--- src/rtl/pwm_multichannel.sv ---
// Multichannel PWM generator with prescaled tick, edge/center-aligned counting
// and shadow duty registers that load into the active set only at period boundaries.
module pwm_multichannel #(
  parameter int CHANNELS   = 16,
  parameter int RES        = 8,
  parameter int PRESCALE_W = 8,
  parameter int CH_W       = 6
) (
  input  logic                  clk,
  input  logic                  rst_n,
  input  logic                  run,
  input  logic                  center,
  input  logic [PRESCALE_W-1:0] prescale,
  input  logic [CHANNELS-1:0]   en_out,
  input  logic [CHANNELS-1:0]   en_pwm,
  input  logic                  duty_wr,
  input  logic [CH_W-1:0]       duty_ch,
  input  logic [RES-1:0]        duty_val,
  output logic [CHANNELS-1:0]   out,
  output logic                  period_start
);

  localparam logic [RES-1:0] CNT_MAX    = {{(RES-1){1'b1}}, 1'b0};
  localparam logic [RES-1:0] CNT_MAX_M1 = CNT_MAX - RES'(1);
  localparam logic [RES-1:0] CNT_ONE    = RES'(1);

  typedef enum logic {DIR_UP, DIR_DOWN} dir_e;
  typedef enum logic {MODE_EDGE, MODE_CENTER} mode_e;

  logic [PRESCALE_W-1:0] pre_cnt_q, pre_cnt_d;
  logic [RES-1:0]        cnt_q, cnt_d;
  dir_e                  dir_q, dir_d;
  mode_e                 mode_q, mode_d;
  logic [RES-1:0]        shadow_q [CHANNELS];
  logic [RES-1:0]        shadow_d [CHANNELS];
  logic [RES-1:0]        active_q [CHANNELS];
  logic [RES-1:0]        active_d [CHANNELS];
  logic [CHANNELS-1:0]   out_q, out_d;
  logic                  period_start_q, period_start_d;

  logic tick;
  logic boundary;
  logic load;

  // The >= compare lets a freshly lowered prescale fire at once instead of wrapping.
  always_comb begin
    tick     = run && (pre_cnt_q >= prescale);
    boundary = 1'b0;
    if (tick) begin
      if (mode_q == MODE_EDGE) begin
        boundary = (cnt_q == CNT_MAX);
      end else begin
        boundary = (dir_q == DIR_DOWN) && (cnt_q == CNT_ONE);
      end
    end
    load = !run || boundary;
  end

  always_comb begin
    pre_cnt_d = pre_cnt_q + PRESCALE_W'(1);
    if (!run || tick) begin
      pre_cnt_d = '0;
    end
  end

  // Both boundary kinds (and any mode change) restart the period from cnt=0 counting up.
  always_comb begin
    cnt_d  = cnt_q;
    dir_d  = dir_q;
    mode_d = mode_q;
    if (load) begin
      cnt_d  = '0;
      dir_d  = DIR_UP;
      mode_d = center ? MODE_CENTER : MODE_EDGE;
    end else if (tick) begin
      if (mode_q == MODE_EDGE) begin
        cnt_d = cnt_q + RES'(1);
      end else if (dir_q == DIR_UP) begin
        cnt_d = cnt_q + RES'(1);
        if (cnt_q == CNT_MAX_M1) begin
          dir_d = DIR_DOWN;
        end
      end else begin
        cnt_d = cnt_q - RES'(1);
      end
    end
  end

  always_comb begin
    for (int c = 0; c < CHANNELS; c++) begin
      shadow_d[c] = shadow_q[c];
      if (duty_wr && (duty_ch == CH_W'(c))) begin
        shadow_d[c] = duty_val;
      end
      active_d[c] = load ? shadow_q[c] : active_q[c];
    end
  end

  always_comb begin
    out_d = '0;
    for (int c = 0; c < CHANNELS; c++) begin
      if (!en_out[c]) begin
        out_d[c] = 1'b0;
      end else if (!en_pwm[c]) begin
        out_d[c] = 1'b1;
      end else if (!run) begin
        out_d[c] = 1'b0;
      end else begin
        out_d[c] = (cnt_q < active_q[c]);
      end
    end
    period_start_d = boundary;
  end

  always_ff @(posedge clk or negedge rst_n) begin
    if (!rst_n) begin
      pre_cnt_q      <= '0;
      cnt_q          <= '0;
      dir_q          <= DIR_UP;
      mode_q         <= MODE_EDGE;
      out_q          <= '0;
      period_start_q <= 1'b0;
      for (int c = 0; c < CHANNELS; c++) begin
        shadow_q[c] <= '0;
        active_q[c] <= '0;
      end
    end else begin
      pre_cnt_q      <= pre_cnt_d;
      cnt_q          <= cnt_d;
      dir_q          <= dir_d;
      mode_q         <= mode_d;
      out_q          <= out_d;
      period_start_q <= period_start_d;
      for (int c = 0; c < CHANNELS; c++) begin
        shadow_q[c] <= shadow_d[c];
        active_q[c] <= active_d[c];
      end
    end
  end

  assign out          = out_q;
  assign period_start = period_start_q;

endmodule

--- config.mk ---
export PLATFORM = sky130hd
export DESIGN_NAME = pwm_multichannel
export DESIGN_NICKNAME = d
export VERILOG_FILES = /design/src/rtl/pwm_multichannel.sv
export SDC_FILE = /design/constraint.sdc
export NUM_CORES = 1
export LEC_CHECK = 0
export ABC_AREA = 1
export CAP_MARGIN = 20
export CORE_MARGIN = 3
export CORE_UTILIZATION = 50
export DETAILED_ROUTE_END_ITERATION = 7
export GPL_TIMING_DRIVEN = 0
export PLACE_DENSITY = 0.77
export SKIP_CTS_REPAIR_TIMING = 1
export SKIP_LAST_GASP = 1
export SLEW_MARGIN = 20
export SYNTH_ARGS = -nofsm -noshare
export SYNTH_HDL_FRONTEND = slang
export SYNTH_SLANG_ARGS = --single-unit
--- constraint.sdc ---
create_clock -name clk -period 3.9 [get_ports clk]
set_input_delay 0.78 -clock clk [delete_from_list [all_inputs] [get_ports clk]]
set_output_delay 0.78 -clock clk [all_outputs]
set_load 0.01 [all_outputs]
==> reports/results.txt <==
Status = completed
PortBufs = 75
Max VDD drop = 0.3312 mV
Initial antenna violation count = 1
TritonCTS Buffers = 31
Most frequent cell after synthesis = nand2_1
Remaining global-route overflow = 0
Via/cell ratio = 5.321
PD cells = 481.9 nW/µm²
IO Count = 76
Dominant cells by area after synthesis = dfrtp_1, ha_1, nand2_1
Number of global-route vias before repair = 11.01k
Die span in x = 176.3 µm
TritonCTS Sinks = 291
Core area = 28160 µm²
Post-route cell area = 16920 µm²
Worst reg-to-reg path cell count = 15
Rows = 61
N_diodes = 0
Clock Skews = 25.76 ps
ANT nets after route = 0
Max cap viols = 0
Final core occ = 60.08%
DRC viols = 0
Share of post-route cells with drive strength above 1 = 13.02%
Kind of start point of the critical path = flip-flop
H-Tree Depth = 1
Yosys Warn Count = 0
Post-synth EDFFs = 0
RSZ-0062 raised after global routing = false
Die ar. = 31100 µm²
HPWL Detailed = 22550 µm
Final hold vios = 0
Seq/Total Area, Yosys = 50.19%
Chip height = 176.3 µm
Commonest cells in the synthesized netlist = nand2_1, dfrtp_1, inv_1
First-pass GRT wire length = 57410 µm
Gr usage total = 22.96%
Maximum clock frequency = 0.3483 GHz
Synthesized netlist cell count = 1554
Worst-path clk slew = 60 ps
Synthesized area = 14510 µm²
Final Wtd Congestion = 0.8208
Critical Path RT = 4350 ps
Max clock buf depth = 3
Tmin final = 2871 ps
DR vias = 11.00k
Top FF cell, synth = dfrtp_1
Max Slew Vio Count = 0
Area grow syn2layout = 16.63%
DP Area = 15830 µm²
Synth cell types = 27
Synth Net Count = 1738
Setup crit end kind = flip-flop
Critical path type = flip-flop to flip-flop
Share of the synthesized area in the top cell type = 50.19%
Fill count = 2307
CTS tree = built
DR pass1 iterations = 7
Endpoints failing setup = 0
Ys async rst share = 100.0%
Tcrit/Tclk final = 73.61%
WL/cell = 16.91 µm
Starting Density = 51.51%
Largest net degree at the start of global routing = 91
DR iter-0 viols = 930
Clock Tree Root = clkbuf_16
Synth Register Bits = 291
CP max FO = 10
Worst Hold Class = primary input to asynchronous set/reset pin
Slew HR = 34.20%
Clk_lat worst skew = 570 ps
Synth area leader = dfrtp_1
Post-Route WL = 34970 µm
Leakage = 8.112 nW
Fin nets = 1849
Worst-margin pin slew = 987.1 ps
Avg Inst Size Synth = 9.336 µm²
Critical path data arrival time = 3320 ps
## metrics by stage
stage / setup TNS, ps / worst slack [ps] / hold slack, ps / std cells / power, W
detailed placement: 0 / 650.1 / 454.9 / 2010 / 0.005056
global route: 0 / 817.7 / 162.5 / 2068 / 0.008575
finish: 0 / 1029 / 152.7 / 2068 / 0.008154
global placement: -3064550 / -10560 / 449.9 / 2007 / 0.004971
CTS: 0 / 739.9 / 153.3 / 2068 / 0.008199
floorplan: 0 / 1485 / 432.2 / 1554 / 0.004559
## where the power goes
group	switching, W	internal [W]
logic	0.000848	0.000578
registers	0.000191	0.00340
clock network	0.00122	0.00193
## cell usage in the layout (no fill, tap or decap), drive strengths merged
| cell type | count |
|---|---|
| nand2 | 392 |
| dfrtp | 291 |
| o21ai | 282 |
| inv | 189 |
| ha | 125 |
| clkbuf | 76 |
| clkdlybuf4s50 | 74 |
| a21oi | 57 |
| nand3 | 56 |
| nor2 | 50 |
| buf | 34 |
| o21a | 17 |
| a21boi | 16 |
| nand4 | 6 |
| nor3 | 5 |
| bufinv | 5 |
| xor2 | 4 |
| clkinv | 4 |
| xnor2 | 2 |
| a21o | 1 |
| a31oi | 1 |
| nor3b | 1 |
| a41o | 1 |
| clkinvlp | 1 |
## metal layers
| layer | vias up | wire length [µm] | GRT usage, % |
|---|---|---|---|
| li1 | 5288 | - | - |
| met1 | 5373 | 15210 | 31.65 |
| met2 | 274 | 16910 | 38.47 |
| met3 | 68 | 1855 | 2.882 |
| met4 | 0 | 994 | 6.612 |
| met5 | - | 0 | 0 |
## sequential cells by signal, indices dropped and copies added, names as in the netlist
signal and flops:
active_q 128, shadow_q 128, mode_q 1, out 16
period_start 1, pre_cnt_q 8, dir_q 1, cnt_q 8
## worst max-delay path, cell delays in order, from the launching register on
cell and delay [ps]:
dfrtp_1 370, clkbuf_1 510, inv_1 290, ha_1 270, inv_1 50, nor2_1 40, nand2_1 60, nand2_1 70
inv_2 70, nor2_4 40, a21oi_4 330, inv_2 120, buf_6 190, buf_6 170, nand2_1 90, o21ai_2 50
## path summary, 6_finish.rpt
path                                 to          from  slack [ps]
hold reg to reg            pre_cnt_q[0]  pre_cnt_q[0]         460
max in group asynchronous  active_q[27]         rst_n        2540
hold / removal                   out[3]         rst_n         150
min in group clk           pre_cnt_q[0]  pre_cnt_q[0]         460
setup reg to reg           active_q[55]      cnt_q[0]        1030
setup / recovery           active_q[55]      cnt_q[0]        1030
## final cells by class
cell class                 instances  area, µm²  share of cell area (%)
sequential                       291       7291                   43.09
multi-input combinational       1016       6086                   35.97
clock buffer                      47      905.9                   5.354
timing repair buffer              78      838.3                   4.955
inverter                         188      705.7                   4.171
tap                              378      473.0                   2.795
buffer                            59      434.2                   2.566
clock inverter                    11      186.4                   1.102
## cell families (layout without fill, tap and decap cells)
logic type               count (synthesis)  after routing  share of synthesized area [%]
XOR/XNOR                                 6              6                         0.3622
AO/OA/AOI/OAI                          375            375                          16.80
flip-flops                             291            291                          50.19
AND/OR/NAND/NOR                        510            510                          14.01
buffers and inverters                  247            383                          7.857
adder cells (fa/ha/maj)                125            125                          10.78
No activity file was read; power rests on OpenSTA's default activity.
